## config.mk

```make
export PLATFORM = sky130hd
export DESIGN_NAME = uart_rx_inter
export DESIGN_NICKNAME = d
export VERILOG_FILES = /design/src/rtl/uart_rx_inter.sv
export SDC_FILE = /design/constraint.sdc
export NUM_CORES = 1
export LEC_CHECK = 0
export ABC_AREA = 0
export CORE_UTILIZATION = 40
export DETAILED_ROUTE_END_ITERATION = 6
export PLACE_DENSITY = 0.58
export SYNTH_ARGS = -nofsm -noshare
export SYNTH_HDL_FRONTEND = slang
export SYNTH_SLANG_ARGS = --single-unit
```

## constraint.sdc

```tcl
create_clock -name clk -period 2.8 [get_ports clk]
set_clock_uncertainty 0.05 [all_clocks]
set_input_delay 0.42 -clock clk [delete_from_list [all_inputs] [get_ports clk]]
set_output_delay 0.42 -clock clk [all_outputs]
set_load 0.01 [all_outputs]
```

## src/rtl/uart_rx_inter.sv

```systemverilog
`default_nettype none
// ============================================================================
//  Module      : uart_rx_inter
//  Description : UART RX byte FIFO shared by NUM_CPUS cores through
//                round-robin arbitrated single-beat AXI read ports.
//  Revision    : 1.0 - initial release
// ============================================================================
module uart_rx_inter #(
    parameter int          NUM_CPUS       = 2,
    parameter int          FIFO_DEPTH     = 64,
    parameter logic [31:0] RX_DATA_ADDR   = 32'h6000_1100,
    parameter logic [31:0] RX_STATUS_ADDR = 32'h6000_1104
) (
    input  logic                      clk,
    input  logic                      rst,
    input  logic                      o_Rx_DV,
    input  logic [7:0]                o_Rx_Byte,
    input  logic [NUM_CPUS-1:0]       s_arvalid,
    input  logic [NUM_CPUS-1:0][31:0] s_araddr,
    output logic [NUM_CPUS-1:0]       s_arready,
    output logic [NUM_CPUS-1:0]       s_rvalid,
    output logic [NUM_CPUS-1:0][31:0] s_rdata,
    input  logic [NUM_CPUS-1:0]       s_rready,
    output logic                      rx_irq
);

    localparam int c_cw = $clog2(FIFO_DEPTH) + 1;
    localparam int c_aw = (FIFO_DEPTH > 1) ? $clog2(FIFO_DEPTH) : 1;
    localparam int c_gw = (NUM_CPUS > 1) ? $clog2(NUM_CPUS) : 1;
    localparam logic [c_cw-1:0] c_depth = c_cw'(FIFO_DEPTH);

    localparam logic [0:0] c_st_idle = 1'b0;
    localparam logic [0:0] c_st_resp = 1'b1;

    logic [7:0]      r_mem [FIFO_DEPTH];
    logic [c_aw-1:0] r_wr_ptr, r_rd_ptr;
    logic [c_cw-1:0] r_count, w_count_next;
    logic            r_overrun, r_irq;
    logic [0:0]      r_state;
    logic [c_gw-1:0] r_last_grant, r_owner, w_win;
    logic [31:0]     r_rdata, w_addr, w_status, w_resp;
    logic            w_any, w_accept, w_pop, w_push, w_is_data, w_is_status;

    // Round-robin scan starting just after the previous winner
    always_comb begin
        int idx;
        w_any = 1'b0;
        w_win = '0;
        idx   = 0;
        for (int k = 1; k <= NUM_CPUS; k++) begin
            idx = int'(r_last_grant) + k;
            if (idx >= NUM_CPUS) idx = idx - NUM_CPUS;
            if (!w_any && s_arvalid[c_gw'(idx)]) begin
                w_any = 1'b1;
                w_win = c_gw'(idx);
            end
        end
    end

    assign w_accept    = !rst && (r_state == c_st_idle) && w_any;
    assign w_addr      = s_araddr[w_win];
    assign w_is_data   = (w_addr == RX_DATA_ADDR);
    assign w_is_status = (w_addr == RX_STATUS_ADDR);
    assign w_pop       = w_accept && w_is_data && (r_count != '0);
    assign w_push      = o_Rx_DV && ((r_count < c_depth) || w_pop);

    always_comb begin
        s_arready = '0;
        if (w_accept) s_arready[w_win] = 1'b1;
    end

    always_comb begin
        w_count_next = r_count;
        if (w_push && !w_pop)      w_count_next = r_count + c_cw'(1);
        else if (w_pop && !w_push) w_count_next = r_count - c_cw'(1);
    end

    always_comb begin
        w_status              = '0;
        w_status[0]           = (r_count != '0);
        w_status[1]           = (r_count == c_depth);
        w_status[2]           = r_overrun;
        w_status[15+c_cw:16]  = r_count;
    end

    always_comb begin
        w_resp = '0;
        if (w_is_data && (r_count != '0)) w_resp = {23'b0, 1'b1, r_mem[r_rd_ptr]};
        else if (w_is_status)             w_resp = w_status;
    end

    // Storage carries no reset; occupancy is governed by the pointers
    always_ff @(posedge clk) begin
        if (w_push) r_mem[r_wr_ptr] <= o_Rx_Byte;
    end

    always_ff @(posedge clk or posedge rst) begin
        if (rst) begin
            r_state      <= c_st_idle;
            r_owner      <= '0;
            r_last_grant <= c_gw'(NUM_CPUS - 1);
            r_rdata      <= '0;
            r_wr_ptr     <= '0;
            r_rd_ptr     <= '0;
            r_count      <= '0;
            r_overrun    <= 1'b0;
            r_irq        <= 1'b0;
        end else begin
            if (w_push) r_wr_ptr <= r_wr_ptr + c_aw'(1);
            if (w_pop)  r_rd_ptr <= r_rd_ptr + c_aw'(1);
            r_count <= w_count_next;
            r_irq   <= (w_count_next != '0);

            // A dropped byte outranks the clear from a status read
            if (o_Rx_DV && !w_push)           r_overrun <= 1'b1;
            else if (w_accept && w_is_status) r_overrun <= 1'b0;

            case (r_state)
                c_st_idle: begin
                    if (w_accept) begin
                        r_owner      <= w_win;
                        r_last_grant <= w_win;
                        r_rdata      <= w_resp;
                        r_state      <= c_st_resp;
                    end
                end
                default: begin
                    if (s_rready[r_owner]) r_state <= c_st_idle;
                end
            endcase
        end
    end

    for (genvar i = 0; i < NUM_CPUS; i++) begin : g_port
        assign s_rvalid[i] = (r_state == c_st_resp) && (r_owner == c_gw'(i));
        assign s_rdata[i]  = s_rvalid[i] ? r_rdata : 32'h0;
    end

    assign rx_irq = r_irq;

endmodule
`default_nettype wire

```

* Word-level counts from Yosys, hierarchy flattened
Memory sizes are Yosys's and may differ from the RTL's. Index checks and enable logic that the tools add are counted.
Cells by class: bitwise logic cells 2, reductions and logical operators 23, muxes and demuxes 30, equality and inequality tests 3, add/sub/neg operators 8, order comparisons 8
Operator list (count):
- $mux W32 | 4
- $eq A32 B31 Y1 const B | 2
- $mux W23 | 2
- $mux W1 | 20
- $logic_and A1 B1 Y1 | 14
- $mux W7 | 2
- $reduce_bool A7 Y1 | 2
- $add A6 B1 Y6 const B | 2
- $add A7 B1 Y7 const B | 1
- $eq A7 B7 Y1 const B | 1
- $lt A7 B7 Y1 const B | 1
- $sub A7 B1 Y7 const B | 1
- $lt A1 B3 Y1 const B | 2
- $logic_not A1 Y1 | 4
- $lt A1 B2 Y1 const B | 2
- $add A1 B2 Y3 const B | 1
- $ge A3 B2 Y1 const B | 1
- $add A1 B1 Y2 const B | 1
- $ge A2 B2 Y1 const B | 1
- $mux W2 | 1
- $not A1 Y1 | 2
- $reduce_and A2 Y1 | 1
- $reduce_bool A2 Y1 | 1
- $sub A1 B1 Y1 const B | 2
- other kinds (3) | 3
Storage, ports and cells: output and inout port bits 69, logic and storage cells 84, memories 1, memory bits (writable) 512, bits of input ports 79, bits in registers 56
Memories:
- r_mem | words 64, bits a word 8, rd ports 1, clocked after Yosys merged registers in 0, wr ports 1, RTL line 35 | logic [7:0] r_mem [FIFO_DEPTH];

* Longest topological paths before layout
depth after elaboration 22, gate-level depth with buffers 10, gate-level depth less buffers 10

* Worst setup path before layout
OpenSTA, ideal clock, no wires.
path type register to register, from register r_state, to memory r_mem[63][0], enable pin, buffers on the path 2, data arrival time 2.593 ns, cell stages (with the launch flop) 9, setup slack -0.213 ns, cells stage by stage dfrtp_1 > or3b_1 > buf_2 > a211o_1 > o21bai_4 > a211oi_1 > nand3_1 > buf_2 > nor2_1
Between the ends: word-level cells in the longest chain between the ends 9
Ends and longest elaborated chain:
- from (decl) | RTL line 39 | logic [0:0] r_state;
- from (signal assigned) | RTL line 99 | r_state <= c_st_idle;
- from (signal assigned) | RTL line 124 | r_state <= c_st_resp;
- from (signal assigned) | RTL line 128 | if (s_rready[r_owner]) r_state <= c_st_idle;
- $not A1 Y1 (no source line)
- $logic_and A1 B1 Y1 (2 in a row) | RTL line 60 | assign w_accept = !rst && (r_state == c_st_idle) && w_any;
- $logic_and A1 B1 Y1 (2 in a row) | RTL line 64 | assign w_pop = w_accept && w_is_data && (r_count != '0);
- $logic_or A1 B1 Y1 | RTL line 65 | assign w_push = o_Rx_DV && ((r_count < c_depth) || w_pop);
- $logic_and A1 B1 Y1 | RTL line 65
- $mux W1 | RTL line 94 | if (w_push) r_mem[r_wr_ptr] <= o_Rx_Byte;
- $mux W1 (not written as such) | RTL line 94
- to (decl) | RTL line 35
Every way passes these cells.

* Final worst setup path
from register r_rd_ptr[0], to register r_rdata[6]
Between the ends: word-level cells in the longest chain between the ends 2
Ends and longest elaborated chain:
- from (decl) | RTL line 36 | logic [c_aw-1:0] r_wr_ptr, r_rd_ptr;
- from (signal assigned) | RTL line 110 | if (w_pop) r_rd_ptr <= r_rd_ptr + c_aw'(1);
- $mem_v2 Z64 W8
- $mux W23 | RTL line 88 | if (w_is_data && (r_count != '0)) w_resp = {23'b0, 1'b1, r_mem[r_rd_ptr]};
- to (signal assigned) | RTL line 123 | r_rdata <= w_resp;
- to (decl) | RTL line 41 | logic [31:0] r_rdata, w_addr, w_status, w_resp;
Every way passes these cells. A chain may end at the register's enable or synchronous reset.

==> results.md <==
Run status:
- The run finished, with violations left.
- The checks that failed: setup timing.

Synthesis:
- In this run the cell area of the synthesized design comes to between 20,000 and 25,000 um^2.
- After synthesis, the most frequently instantiated cells are 512 x sky130_fd_sc_hd__edfxtp_1, 167 x sky130_fd_sc_hd__mux4_2, 80 x sky130_fd_sc_hd__nor2_1, 39 x sky130_fd_sc_hd__dfrtp_1.
- The gate count of the mapped netlist is roughly 1,100.
- Synthesis inferred 552 register bits.
- The count of flip-flops with a built-in enable after synthesis is approximately 500.
- The dominant cell by count in the synthesized netlist is sky130_fd_sc_hd__edfxtp_1.
- The most used flip-flop cell after synthesis is sky130_fd_sc_hd__edfxtp_1.
- Of all flip-flops after synthesis, the portion carrying an async set or reset was 7.25%.
- sky130_fd_sc_hd__edfxtp_1 takes more of the synthesized area than any other cell.
- In the post-synthesis netlist, the biggest area contributors are sky130_fd_sc_hd__edfxtp_1 69%, sky130_fd_sc_hd__mux4_2 17%, sky130_fd_sc_hd__dfrtp_1 4.4%.
- The post-synthesis sequential area ratio is approximately three quarters.
- After synthesis, the netlist uses 52 different library cells.
- The share of the synthesized area in the top cell type is 69.3%.
- The Yosys step of the flow raised 0 warnings.
- The synthesized area per cell is a little over 20 um^2.

Drt:
- The via density per instance is approximately 5.4.
- For this block, the initial DRC count from the detailed router was ~1,000.
- Across all layers, the routed design uses about 12,000 vias.
- In the final routed layout, each cell accounts on average for around 25 um.
- The total length of routed wires is 53,900 um.
- Once detail routing completed, the nets flagged for antenna violations numbered 0.
- The post-detailed-route DRC marker count is 0.
- The pre-antenna-repair detailed-routing pass consisted of 5 iterations.

STA:
- At the pin with the least slew margin, the transition time is approximately 0.8 ns.
- The smallest hold slack is 0.223 ns.
- The count of final hold-check violations is 0.
- The post-route worst setup slack is -0.109 ns.
- The count of pins over their slew limit is 0.
- The part of the cycle the worst path needs is 104%.
- Setup violations remaining at the end of the flow were counted as 6.
- The worst-case headroom to the max-slew limit is between 40% and 50%.
- The highest attainable clock frequency is approximately 0.34 GHz.
- Setup repair after global routing could not meet its margin everywhere.
- Counting I/O delays and the setup requirement, the final critical path takes slightly below 3 ns.

Clock tree:
- The clock tree from TritonCTS is done.
- Clock tree synthesis found a total of roughly 550 sinks.
- The buffer depth of the longest clock path is 3.
- The clock transition at the register clock pins on the worst setup and hold paths after CTS is ~0.060 ns.
- For the worst-skew pair, the clock arrives at the later sink with an insertion delay of approximately 0.62 ns.
- The tree is rooted in a sky130_fd_sc_hd__clkbuf_16.
- The depth of the CTS H-tree is 2.
- The TritonCTS buffer count is 56.

Critical path:
- The critical register-to-register path startpoint is r_rd_ptr[0].
- The critical path class is reg2reg.
- The worst setup path is captured at a flop.
- Data on the critical path is required at its endpoint by roughly 3.2 ns.
- STA classifies the critical path startpoint as a flop.
- The start point of the critical path is r_rd_ptr[0].
- The critical path data arrival time is about 3.3 ns.
- The top fanout value on the critical path is 7.

Finish:
- For this run, the number of standard cells in the final layout without fillers is 2,156.
- The number of antenna diodes in the final layout is 0.
- The area growth from synthesis to layout is 27.9%.
- The post-layout net count is 1,453.
- In the final layout, the share of cells above drive strength 1 is a little under two fifths.
- The finished cells cover around 28,000 um^2.

Power:
- The leakage power figure is about 9 nW.
- The maximum resistive drop on vdd is around 480 uV.
- The power per cell area is ~690 nW/um^2.

Place:
- The count of buffers added on input and output ports is ~110.
- Including well taps, the total number of placed cells is 2,045.
- The last weighted congestion value of the routability-driven placer is around 0.8.
- After legalization and detailed placement, the total HPWL measured approximately 36,000 um.
- After detailed placement, the total cell area comes to approximately 26,000 um^2.

Floorplanning:
- The area of the core is ~54,000 um^2.
- For this configuration, the core starts out at a cell density of between 40% and 50%.
- The die height is roughly 240 um.
- The die covers 56,400 um^2.
- Pin placement for this block handled roughly 150 I/O pins.
- The floorplan has 85 rows.
- In this run the horizontal extent of the chip is approximately 240 um.

Flow run:
- The number of maximum-capacitance violations is 0.

GRT:
- The via count of the first global-routing pass is 11,800.
- Global routing used approximately 20% of the available tracks.
- After global routing the overflow that remains totals 0.
- The number of antenna violations at the first check in global routing was 0.
- The first global-routing pass estimated ~80,000 um of wire.
- The pin count of the biggest net entering global routing is 65.

Hold path:
- The path category of the worst min-delay check is in2reg.
- The worst hold path begins at o_Rx_Byte[6].
==> through the flow <==
stage               utilization [%]  TNS, ns  setup WS (ns)  power [mW]
finish                         52.2   -0.376         -0.109        19.5
global placement               48.3  -317.76         -0.730        11.8
floorplan                         -    -3.58        -0.0357        10.8
global route                   52.2   -0.738         -0.119        20.1
CTS                            52.2   -0.475        -0.0808        19.6
detailed placement             48.3  -329.38         -0.751        11.8
==> critical path, cell delays in order (launching register included) <==
cell                      delay (ns)
sky130_fd_sc_hd__dfrtp_4        0.55
sky130_fd_sc_hd__buf_12         0.18
sky130_fd_sc_hd__buf_12         0.14
sky130_fd_sc_hd__mux4_2         0.55
sky130_fd_sc_hd__mux4_2         0.57
sky130_fd_sc_hd__mux4_2         0.53
sky130_fd_sc_hd__a22o_1         0.20
==> layout by cell type, fill, tap and decap left out, types with 7 or more instances in the layout <==
cell type and n:
sky130_fd_sc_hd__clkinv_1 9, sky130_fd_sc_hd__nor2_2 31, sky130_fd_sc_hd__nand2_1 18, sky130_fd_sc_hd__clkbuf_1 10
sky130_fd_sc_hd__nor4b_1 7, sky130_fd_sc_hd__clkbuf_16 58, sky130_fd_sc_hd__clkinv_2 10, sky130_fd_sc_hd__buf_2 8
sky130_fd_sc_hd__buf_6 7, sky130_fd_sc_hd__clkdlybuf4s50_1 105, sky130_fd_sc_hd__dfrtp_1 35, sky130_fd_sc_hd__nor2_4 34
sky130_fd_sc_hd__conb_1 32, sky130_fd_sc_hd__and3_1 16, sky130_fd_sc_hd__bufinv_16 10, sky130_fd_sc_hd__buf_12 61
sky130_fd_sc_hd__mux4_2 167, sky130_fd_sc_hd__xnor2_1 10, sky130_fd_sc_hd__a22o_1 13, sky130_fd_sc_hd__buf_4 102
sky130_fd_sc_hd__nand4_1 9, sky130_fd_sc_hd__and2_1 16, sky130_fd_sc_hd__nor3_1 7, sky130_fd_sc_hd__edfxtp_1 512
sky130_fd_sc_hd__inv_1 11, sky130_fd_sc_hd__nor2_1 15
==> final timing paths <==
| check | cells after the start | slack (ns) | to |
|---|---|---|---|
| worst max-delay path | 6 | -0.11 | r_rdata[6] |
| worst min-delay path | 1 | 0.22 | r_mem[43][6] |
| worst max register to register | 6 | -0.11 | r_rdata[6] |
| worst min register to register | 1 | 0.44 | r_wr_ptr[2] |
| max in group asynchronous | 3 | 2.03 | r_rd_ptr[0] |
| min in group asynchronous | 3 | 0.24 | r_state |
==> power by group <==
part / internal, mW / switching [mW] / leakage (nW)
Combinational: 0.809 / 1.21 / 3.14
Clock: 4.66 / 3.14 / 0.935
Sequential: 9.38 / 0.272 / 5.12
Total: 14.8 / 4.63 / 9.19
==> sequential cells by signal, indices dropped and copies added (netlist names) <==
signal,flops
r_rd_ptr,6
r_mem,512
r_overrun,1
r_count,7
r_rdata,16
r_owner,1
r_wr_ptr,6
r_state,1
r_last_grant,1
rx_irq,1
==> cell families after synthesis <==
family / Yosys count / synth area share, %
DFF: 552 / 73.8
and+or+nand+nor: 200 / 4.63
muxes: 171 / 17.1
buffers and inverters: 98 / 2.27
AOI/OAI and AO/OA: 41 / 1.44
xor gates and xnor gates: 13 / 0.513
adders and majority gates: 4 / 0.225
other: 1 / 0.0169
==> per-layer routing <==
layer / up-vias / track usage [%] / part of all wire (%)
met5: - / 0 / 0
met4: 0 / 5.47 / 2.1
met3: 66 / 2.93 / 5.4
met2: 440 / 31.2 / 48
met1: 6181 / 28.1 / 44
li1: 4972 / - / -
==> layout make-up <==
type | instances | area [um^2]
flip-flops and latches | 552 | 16400
fillers | 4251 | 26000
repair buffers | 288 | 3240
clock buffers | 67 | 1460
clock inverters | 38 | 459
multi-input cells | 461 | 5870
inverters | 11 | 41.3
well taps | 739 | 925
==> timing repair <==
item	CTS	global route
endpoints found under the setup margin	293	132
resized for setup	18	13
pin swaps	7	4
cloned	3	1
hold buffers	0	0
setup buffers	5	1
No activity file was read; power rests on OpenSTA's default activity.
